<file path="src/rtl/rsa_pkg.sv">
// Shared RSA definitions: default operand width, FSM state type and the
// modular-multiplier control word used by both the decrypt and encrypt sides.
package rsa_pkg;

  localparam int unsigned RsaWidth = 32;

  typedef enum logic [2:0] {
    StIdle,
    StLoad,
    StSqr,
    StMul,
    StDone
  } rsa_state_e;

  typedef enum logic {
    MmOpSqr,
    MmOpMul
  } rsa_mm_op_e;

  typedef struct packed {
    logic       start;
    rsa_mm_op_e op;
  } rsa_mm_ctrl_t;

endpackage

</file>
<file path="src/rtl/rsa_modmul.sv">
// Interleaved shift-add modular multiplier, r = a*b mod n, MSB of b first.
// Takes exactly WIDTH cycles: the first iteration runs on the cycle start is
// seen (using the live operands), the remaining WIDTH-1 on latched copies.
// done and r are valid in the cycle whose closing edge completes the product.
// Operands a and b must already be reduced (< n).
module rsa_modmul import rsa_pkg::*; #(
  parameter int unsigned WIDTH = RsaWidth
) (
  input  logic             clk,
  input  logic             reset_n,
  input  logic             start,
  input  logic [WIDTH-1:0] a,
  input  logic [WIDTH-1:0] b,
  input  logic [WIDTH-1:0] n,
  output logic [WIDTH-1:0] r,
  output logic             done
);

  localparam int unsigned IdxW = (WIDTH > 1) ? $clog2(WIDTH) : 1;

  logic             busy_q, busy_d;
  logic [IdxW-1:0]  cnt_q, cnt_d;
  logic [WIDTH-1:0] r_q, r_d;
  logic [WIDTH-1:0] a_q, a_d;
  logic [WIDTH-1:0] b_q, b_d;
  logic [WIDTH-1:0] n_q, n_d;

  logic [WIDTH-1:0] cur_a, cur_b, cur_n, cur_r;
  logic [IdxW-1:0]  idx;
  logic             active;
  logic [WIDTH:0]   t0, t1;

  // One shift-add-reduce step; WIDTH+1 bits hold 2r and r+a without overflow
  always_comb begin
    cur_a  = busy_q ? a_q : a;
    cur_b  = busy_q ? b_q : b;
    cur_n  = busy_q ? n_q : n;
    cur_r  = busy_q ? r_q : '0;
    idx    = busy_q ? cnt_q : IdxW'(WIDTH - 1);
    active = busy_q | start;
    t0 = {cur_r, 1'b0};
    if (t0 >= {1'b0, cur_n}) t0 = t0 - {1'b0, cur_n};
    t1 = t0;
    if (cur_b[idx]) t1 = t0 + {1'b0, cur_a};
    if (t1 >= {1'b0, cur_n}) t1 = t1 - {1'b0, cur_n};
  end

  assign r    = t1[WIDTH-1:0];
  assign done = active && (idx == '0);

  // Next-state: latch operands on start, advance bit index each active cycle
  always_comb begin
    busy_d = busy_q;
    cnt_d  = cnt_q;
    r_d    = r_q;
    a_d    = a_q;
    b_d    = b_q;
    n_d    = n_q;
    if (active) begin
      r_d    = t1[WIDTH-1:0];
      cnt_d  = idx - IdxW'(1);
      busy_d = (idx != '0);
      if (!busy_q) begin
        a_d = a;
        b_d = b;
        n_d = n;
      end
    end
  end

  // State registers
  always_ff @(posedge clk or negedge reset_n) begin
    if (!reset_n) begin
      busy_q <= 1'b0;
      cnt_q  <= '0;
      r_q    <= '0;
      a_q    <= '0;
      b_q    <= '0;
      n_q    <= '0;
    end else begin
      busy_q <= busy_d;
      cnt_q  <= cnt_d;
      r_q    <= r_d;
      a_q    <= a_d;
      b_q    <= b_d;
      n_q    <= n_d;
    end
  end

endmodule

</file>
<file path="src/rtl/rsa_decrypt.sv">
// RSA decryption M = C^d mod n by left-to-right square-and-always-multiply.
// Every exponent bit costs one square and one multiply, so latency is fixed
// regardless of d. decrypt_done is registered off the DONE state, which is
// what places it one edge after the final multiply (and 2 edges after capture
// on the operand-error path).
module rsa_decrypt import rsa_pkg::*; #(
  parameter int unsigned WIDTH = RsaWidth
) (
  input  logic             clk,
  input  logic             reset_n,
  input  logic             compute,
  input  logic [WIDTH-1:0] C,
  input  logic [WIDTH-1:0] d,
  input  logic [WIDTH-1:0] n,
  output logic [WIDTH-1:0] M,
  output logic             decrypt_done,
  output logic             err
);

  localparam int unsigned IdxW = (WIDTH > 1) ? $clog2(WIDTH) : 1;

  rsa_state_e       state_q, state_d;
  logic [WIDTH-1:0] ct_q, ct_d;
  logic [WIDTH-1:0] exp_q, exp_d;
  logic [WIDTH-1:0] mod_q, mod_d;
  logic [WIDTH-1:0] acc_q, acc_d;
  logic [IdxW-1:0]  idx_q, idx_d;
  logic [WIDTH-1:0] m_q, m_d;
  logic             err_q, err_d;
  logic             done_q, done_d;

  rsa_mm_ctrl_t     mm_ctrl;
  logic [WIDTH-1:0] mm_b;
  logic [WIDTH-1:0] mm_r;
  logic             mm_done;
  logic             operand_err;

  assign operand_err = (mod_q < WIDTH'(2)) || (ct_q >= mod_q);

  // FSM state register
  always_ff @(posedge clk or negedge reset_n) begin
    if (!reset_n) state_q <= StIdle;
    else          state_q <= state_d;
  end

  // FSM next state; DONE waits for done to have been seen before releasing
  always_comb begin
    state_d = state_q;
    unique case (state_q)
      StIdle:  if (compute) state_d = StLoad;
      StLoad:  state_d = operand_err ? StDone : StSqr;
      StSqr:   if (mm_done) state_d = StMul;
      StMul:   if (mm_done) state_d = (idx_q == '0) ? StDone : StSqr;
      StDone:  if (!compute && done_q) state_d = StIdle;
      default: state_d = StIdle;
    endcase
  end

  // FSM outputs: multiplier control and operand select
  always_comb begin
    mm_ctrl.start = (state_q == StSqr) || (state_q == StMul);
    mm_ctrl.op    = (state_q == StMul) ? MmOpMul : MmOpSqr;
    mm_b          = (mm_ctrl.op == MmOpMul) ? ct_q : acc_q;
  end

  // Datapath next state: capture, accumulator, bit index and result
  always_comb begin
    ct_d   = ct_q;
    exp_d  = exp_q;
    mod_d  = mod_q;
    acc_d  = acc_q;
    idx_d  = idx_q;
    m_d    = m_q;
    err_d  = err_q;
    done_d = (state_q == StDone) && !(done_q && !compute);
    unique case (state_q)
      StIdle: begin
        if (compute) begin
          ct_d  = C;
          exp_d = d;
          mod_d = n;
        end
      end
      StLoad: begin
        if (operand_err) begin
          m_d   = '0;
          err_d = 1'b1;
        end else begin
          acc_d = WIDTH'(1);
          idx_d = IdxW'(WIDTH - 1);
        end
      end
      StSqr: begin
        if (mm_done) acc_d = mm_r;
      end
      StMul: begin
        if (mm_done) begin
          // The product is always computed; d[i] only decides whether it is kept
          if (exp_q[idx_q]) acc_d = mm_r;
          if (idx_q == '0) begin
            m_d   = exp_q[idx_q] ? mm_r : acc_q;
            err_d = 1'b0;
          end else begin
            idx_d = idx_q - IdxW'(1);
          end
        end
      end
      default: ;
    endcase
  end

  // Datapath registers
  always_ff @(posedge clk or negedge reset_n) begin
    if (!reset_n) begin
      ct_q   <= '0;
      exp_q  <= '0;
      mod_q  <= '0;
      acc_q  <= '0;
      idx_q  <= '0;
      m_q    <= '0;
      err_q  <= 1'b0;
      done_q <= 1'b0;
    end else begin
      ct_q   <= ct_d;
      exp_q  <= exp_d;
      mod_q  <= mod_d;
      acc_q  <= acc_d;
      idx_q  <= idx_d;
      m_q    <= m_d;
      err_q  <= err_d;
      done_q <= done_d;
    end
  end

  rsa_modmul #(
    .WIDTH (WIDTH)
  ) u_modmul (
    .clk     (clk),
    .reset_n (reset_n),
    .start   (mm_ctrl.start),
    .a       (acc_q),
    .b       (mm_b),
    .n       (mod_q),
    .r       (mm_r),
    .done    (mm_done)
  );

  assign M            = m_q;
  assign err          = err_q;
  assign decrypt_done = done_q;

endmodule

</file>
<file path="config.mk">
export PLATFORM = sky130hd
export DESIGN_NAME = rsa_decrypt
export DESIGN_NICKNAME = d
export VERILOG_FILES = /design/src/rtl/rsa_pkg.sv /design/src/rtl/rsa_modmul.sv /design/src/rtl/rsa_decrypt.sv
export SDC_FILE = /design/constraint.sdc
export NUM_CORES = 1
export LEC_CHECK = 0
export CORE_ASPECT_RATIO = 2
export CORE_MARGIN = 4
export CORE_UTILIZATION = 43
export CTS_CLUSTER_DIAMETER = 80
export DETAILED_ROUTE_END_ITERATION = 10
export HOLD_SLACK_MARGIN = 0.06
export PLACE_DENSITY_LB_ADDON = 0.08
export SYNTH_ARGS = -nofsm -noshare
export SYNTH_HDL_FRONTEND = slang
export SYNTH_SLANG_ARGS = --single-unit
</file>
<file path="constraint.sdc">
create_clock -name clk -period 12.63 [get_ports clk]
set_input_delay 3.1575 -clock clk [delete_from_list [all_inputs] [get_ports clk]]
set_output_delay 3.1575 -clock clk [all_outputs]
set_load 0.02 [all_outputs]
</file>
Word-level counts from Yosys, hierarchy flattened
Index checks and enable logic that the tools add are counted.

Bits in registers: 304. Input port bits: 99. Output and inout bits: 34.

Add/sub/neg operators: 5. Magnitude comparators: 6. Equal/unequal tests: 12. Muxes and demuxes: 38. Bitwise logic cells: 1. Reduce and logical (&&, ||, !) cells: 18.

Operator list (count): $mux 32 (13); $pmux 32 s3 (1); $ge 33x32->1 (2); $mux 33 (2); $pmux 32 s2 (1); $add 33x32->33 (1); $sub 33x32->33 (1); $ge 32x32->1 (1); $lt 32x2->1 const B (1); $sub 32x32->32 (1); $mux 5 (4); $mux 3 (6); $ne 2x2->1 const B (8); $reduce_and 4->1 (4); $pmux 3 s5 (1); $lt 5x6->1 const B (2); $bmux 1 s5 (2); $logic_not 5->1 (2); $pmux 5 s2 (1); $sub 5x1->5 const B (2); $eq 3x2->1 const B (2); $mux 1 (6); $reduce_bool 5->1 (1); $eq 3x1->1 const B (1); 10 further kinds (14).

Logic depth before layout (Yosys ltp)
Depth in word-level cells: 13. Depth in mapped cells: 41.

By module
From an unflattened synthesis, not the netlist that was laid out.

Cell total of the unflattened synthesis: 2055. Area, all modules: 21194.1 um^2.

Modules (own cells, without submodules): rsa_modmul (times used 1, cells each 1345, area an instance 12921.1 um^2, seq. area each 3353.2 um^2); rsa_decrypt (times used 1, cells each 710, area an instance 8272.9 um^2, seq. area each 4254.1 um^2).

Worst setup path after synthesis
Ideal clock, no wire load.

Kind: register to register. From: register u_modmul.busy_q. To: register u_modmul.r_q[26]. Arrival: 9.145 ns. Slack: 3.360 ns. Cell stages (with the launch flop): 38. Path buffers: 9. Period minus slack after synthesis: 9.270 ns. Cell sequence: dfrtp_1 buf_2 clkbuf_1 clkbuf_1 buf_1 buf_1 buf_1 mux2i_1 ha_1 clkbuf_1 a21oi_1 nand2_1 o311ai_1 o211ai_1 o221ai_2 nand2_1 clkbuf_1 mux2_2 [... 2 more ...] a21oi_1 o41ai_1 a21oi_1 nand3b_1 a41o_1 xor2_1 mux2_2 ha_1 and3_1 and2_1 and3_1 a41oi_1 inv_1 or4_4 a21boi_2 buf_4 mux2_2 mux2_2.

Word-level cells in the longest chain between the ends: 7.

Ends and longest elaborated chain: from (decl) (RTL line rsa_modmul.sv:21) `logic busy_q, busy_d;`; from (signal assigned) (RTL line rsa_modmul.sv:81) `busy_q <= busy_d;`; $mux 32, on equally long branches (RTL line rsa_modmul.sv:37, rsa_modmul.sv:38); $sub 33x32->33 / $ge 33x32->1 (equally long branches) (RTL line rsa_modmul.sv:42) `if (t0 >= {1'b0, cur_n}) t0 = t0 - {1'b0, cur_n};`; $mux 33 (RTL line rsa_modmul.sv:42); $add 33x32->33 (RTL line rsa_modmul.sv:44) `if (cur_b[idx]) t1 = t0 + {1'b0, cur_a};`; $mux 33 (RTL line rsa_modmul.sv:44); $sub 32x32->32 / $ge 33x32->1 (equally long branches) (RTL line rsa_modmul.sv:45) `if (t1 >= {1'b0, cur_n}) t1 = t1 - {1'b0, cur_n};`; $mux 32 (RTL line rsa_modmul.sv:45); to (signal assigned) (RTL line rsa_modmul.sv:83) `r_q <= r_d;`; to (decl) (RTL line rsa_modmul.sv:23) `logic [WIDTH-1:0] r_q, r_d;`.

Several ways; a longest one is shown, not always the timed one. The select of a mux whose other input is x is not followed. A chain may end at the register's enable or synchronous reset.

Final worst setup path
From: register u_modmul.busy_q. To: register m_q[0] (netlist: M[0]).

Word-level cells in the longest chain between the ends: 11.

Ends and longest elaborated chain: $mux 32, on equally long branches (RTL line rsa_modmul.sv:37, rsa_modmul.sv:38); $sub 33x32->33 / $ge 33x32->1 (equally long branches) (RTL line rsa_modmul.sv:42); $mux 33 (RTL line rsa_modmul.sv:42); $add 33x32->33 (RTL line rsa_modmul.sv:44); $mux 33 (RTL line rsa_modmul.sv:44); $sub 32x32->32 / $ge 33x32->1 (equally long branches) (RTL line rsa_modmul.sv:45); $mux 32 (RTL line rsa_modmul.sv:45); $mux 32; $mux 32 (RTL line rsa_decrypt.sv:100) `if (idx_q == '0) begin`; $mux 32 (RTL line rsa_decrypt.sv:97) `if (mm_done) begin`; $pmux 32 s2 (RTL line rsa_decrypt.sv:76) `unique case (state_q)`; to (signal assigned) (RTL line rsa_decrypt.sv:129) `m_q <= m_d;`; to (decl) (RTL line rsa_decrypt.sv:28) `logic [WIDTH-1:0] m_q, m_d;`.

Several ways; a longest one is shown, not always the timed one. The select of a mux whose other input is x is not followed.

==> results.toml <==
[run_status]
outcome = "finished clean"

[clocking]
clock_latency_ns = 0.59
cts_buffer_count = 29
clk_transition_reported_paths_ns = 0.07
post_cts.repair.setup_buffers = 0
cts_max_path_buffers = 3
post_cts_resize_count = 0
tritoncts = "done"
cts.htree.levels = 1
clk_root_buffer_cell = "sky130_fd_sc_hd__clkbuf_16"
cts_hold_repair.buffers = 0
cts.sink_count = 304

[yosys]
post_synth_inst_count = 2107
synth.top_cell.area_share = 0.371
synth_ff_type = "sky130_fd_sc_hd__dfrtp_1"
synthesis.area_per_instance_um2 = 9.74
synth_nets = 2340
synth-warning-count = 0
synth_area_leader_cell = "sky130_fd_sc_hd__dfrtp_1"
yosysSeqAreaShare = 0.371
synth-edff-count = 0
synthDistinctLibCells = 81
synthArstFlopShare = 1.00
synth.ff_latch_count = 304
synthesis.area_um2 = 20500
synthTopCellsByCount = "sky130_fd_sc_hd__dfrtp_1, sky130_fd_sc_hd__mux2_2, sky130_fd_sc_hd__nand2_1, sky130_fd_sc_hd__a21oi_1, sky130_fd_sc_hd__nor2_1"
synth.most_common_cell = "sky130_fd_sc_hd__dfrtp_1"
most_area_consuming_cells_after_synthesis = "sky130_fd_sc_hd__dfrtp_1, sky130_fd_sc_hd__mux2_2, sky130_fd_sc_hd__ha_1"

[timing]
final.setup.tns_ns = 0
skew_ns = 0.0330
max_clock_freq_ghz = 0.0885
rsz0062_at_grt = "no"
hold_violations = 0
period_needed_ns = 11.30
max_slew.worst_pin.slew_ns = 1.12
final-setup-viol-count = 0
timing.final.crit_share = 0.895
slew_headroom = 0.248
slew_viol_final = 0

[placed_design]
dpl.hpwl_mm = 54.6
port_buffers = 132
gp_routability_congestion = 0.924

[detailed_routing]
dr.pass1.iters = 5
routed_wire_length_per_instance_um = 24.4
drt_first_iter_violations = 1023
vias = 16900
dr_drc_count = 0
detail_route.vias_per_cell = 5.97
route.antenna.remaining_nets = 0
routed_wirelength_mm = 69.2

[grt]
antenna_found_initial = 0
first_pass_grt_wire_length_mm = 104
highest_utilization_routing_layer_at_the_global_route_stage = "met2"
pin_count_of_the_biggest_net_entering_global_routing = 136
use_met1 = 0.303
met2_routing_resource_usage_after_global_routing = 0.490
grt_usage = 0.264
grt_pass1_vias = 17500
overflow = 0
grt.met3_usage = 0.0193

[critical_path]
timing.critical_path.slowest_stage_cell = "sky130_fd_sc_hd__nand2_1"
worstPathArrival_ns = 11.76
cp_max_fo = 43
cp.required_ns = 13.09
timing_worst_setup_path_type = "register to register"
critical-path-max-stage-delay_ns = 0.96
timing.critical_path.from_type = "register"
worstSetupEndpointType = "register"

[finish]
layout_cell_share_with_drive_strength_beyond_1 = 0.144
nets = 2413
area_growth_pct = 13.8
number_of_filler_cells_placed_in_the_layout = 4408
antenna_cells_inserted = 0

[flow_run]
max_cap_violations = 0

[floorplanning]
row_cnt = 113
die_outline_area_um2 = 51500
die-width_um = 163
start_util = 0.433
top_level_ports = 133
height_of_the_die_um = 317
core_area_um2 = 47400

[hold_path]
timing.hold.worst.class = "register to register"
-- placed cells by master, fill, tap and decap left out, types with 67 or more instances in the layout --
cell,n
sky130_fd_sc_hd__ha_1,131
sky130_fd_sc_hd__nor2_1,143
sky130_fd_sc_hd__a21oi_1,146
sky130_fd_sc_hd__o21ai_0,114
sky130_fd_sc_hd__clkdlybuf4s50_1,131
sky130_fd_sc_hd__inv_1,67
sky130_fd_sc_hd__mux2i_1,74
sky130_fd_sc_hd__nand2_1,180
sky130_fd_sc_hd__mux2_2,204
sky130_fd_sc_hd__dfrtp_1,303
-- final timing paths --
kind,cells past startpoint,slack (ns),from,to
max,31,1.33,u_modmul.busy_q,M[0]
min,1,0.50,u_modmul.a_q[12],u_modmul.a_q[12]
min in group asynchronous,1,2.64,reset_n,exp_q[31]
max reg2reg,31,1.33,u_modmul.busy_q,M[0]
max in group asynchronous,3,7.62,reset_n,u_modmul.r_q[26]
min reg2reg,1,0.50,u_modmul.a_q[12],u_modmul.a_q[12]
-- worst max-delay path: cells and delay by family, from the launching register on --
kind,cells,cell delay [ns]
xor gates and xnor gates,1,0.13
muxes,4,1.75
DFF,1,0.75
and+or+nand+nor,10,2.85
adders and majority gates,3,1.08
AOI/OAI and AO/OA,9,3.42
buffers and inverters,4,1.07
-- state kept, by name, indices dropped and copies added (netlist names), 5 cells and up --
signal	cells
M	32
u_modmul.a_q	32
u_modmul.cnt_q	5
exp_q	32
u_modmul.n_q	32
u_modmul.r_q	32
idx_q	5
u_modmul.b_q	32
ct_q	32
mod_q	32
acc_q	32
-- layout make-up --
| type | count | area (um^2) | area share |
|---|---|---|---|
| Tap cell | 632 | 791 | 0.0339 |
| Clock inverter | 14 | 170 | 0.00729 |
| Inverter | 68 | 255 | 0.0109 |
| Multi-Input combinational cell | 1625 | 12200 | 0.523 |
| Timing Repair Buffer | 152 | 1490 | 0.0638 |
| Clock buffer | 39 | 823 | 0.0353 |
| Sequential cell | 304 | 7610 | 0.326 |
-- cell families after synthesis --
logic type | count (synthesis) | share of synthesized area
compound gates | 557 | 0.179
simple gates | 556 | 0.130
flops | 304 | 0.371
mux | 295 | 0.166
buf+inv | 178 | 0.0361
fa+ha+maj | 134 | 0.0828
xor+xnor | 83 | 0.0354
-- routing by layer --
metal / wire (um) / vias up
met5: 0 / -
li1: - / 7905
met4: 4120 / 0
met3: 2520 / 161
met1: 26300 / 8343
met2: 36300 / 503
-- metrics by stage --
stage	setup slack (ns)	hold WS, ns	std cells	utilization	instance area [um^2]
2_1_floorplan	3.36	0.450	2107	-	20500
3_3_place_gp	1.39	0.474	2781	0.472	22400
3_5_place_dp	1.30	0.486	2781	0.472	22400
4_1_cts	1.24	0.506	2834	0.493	23400
5_1_grt	0.536	0.518	2834	0.493	23400
6_report	1.33	0.504	2834	0.493	23400
Power is left out: the tool's default activity adds up to more than one toggle a clock period on the data nets, which glitch-free logic cannot reach.
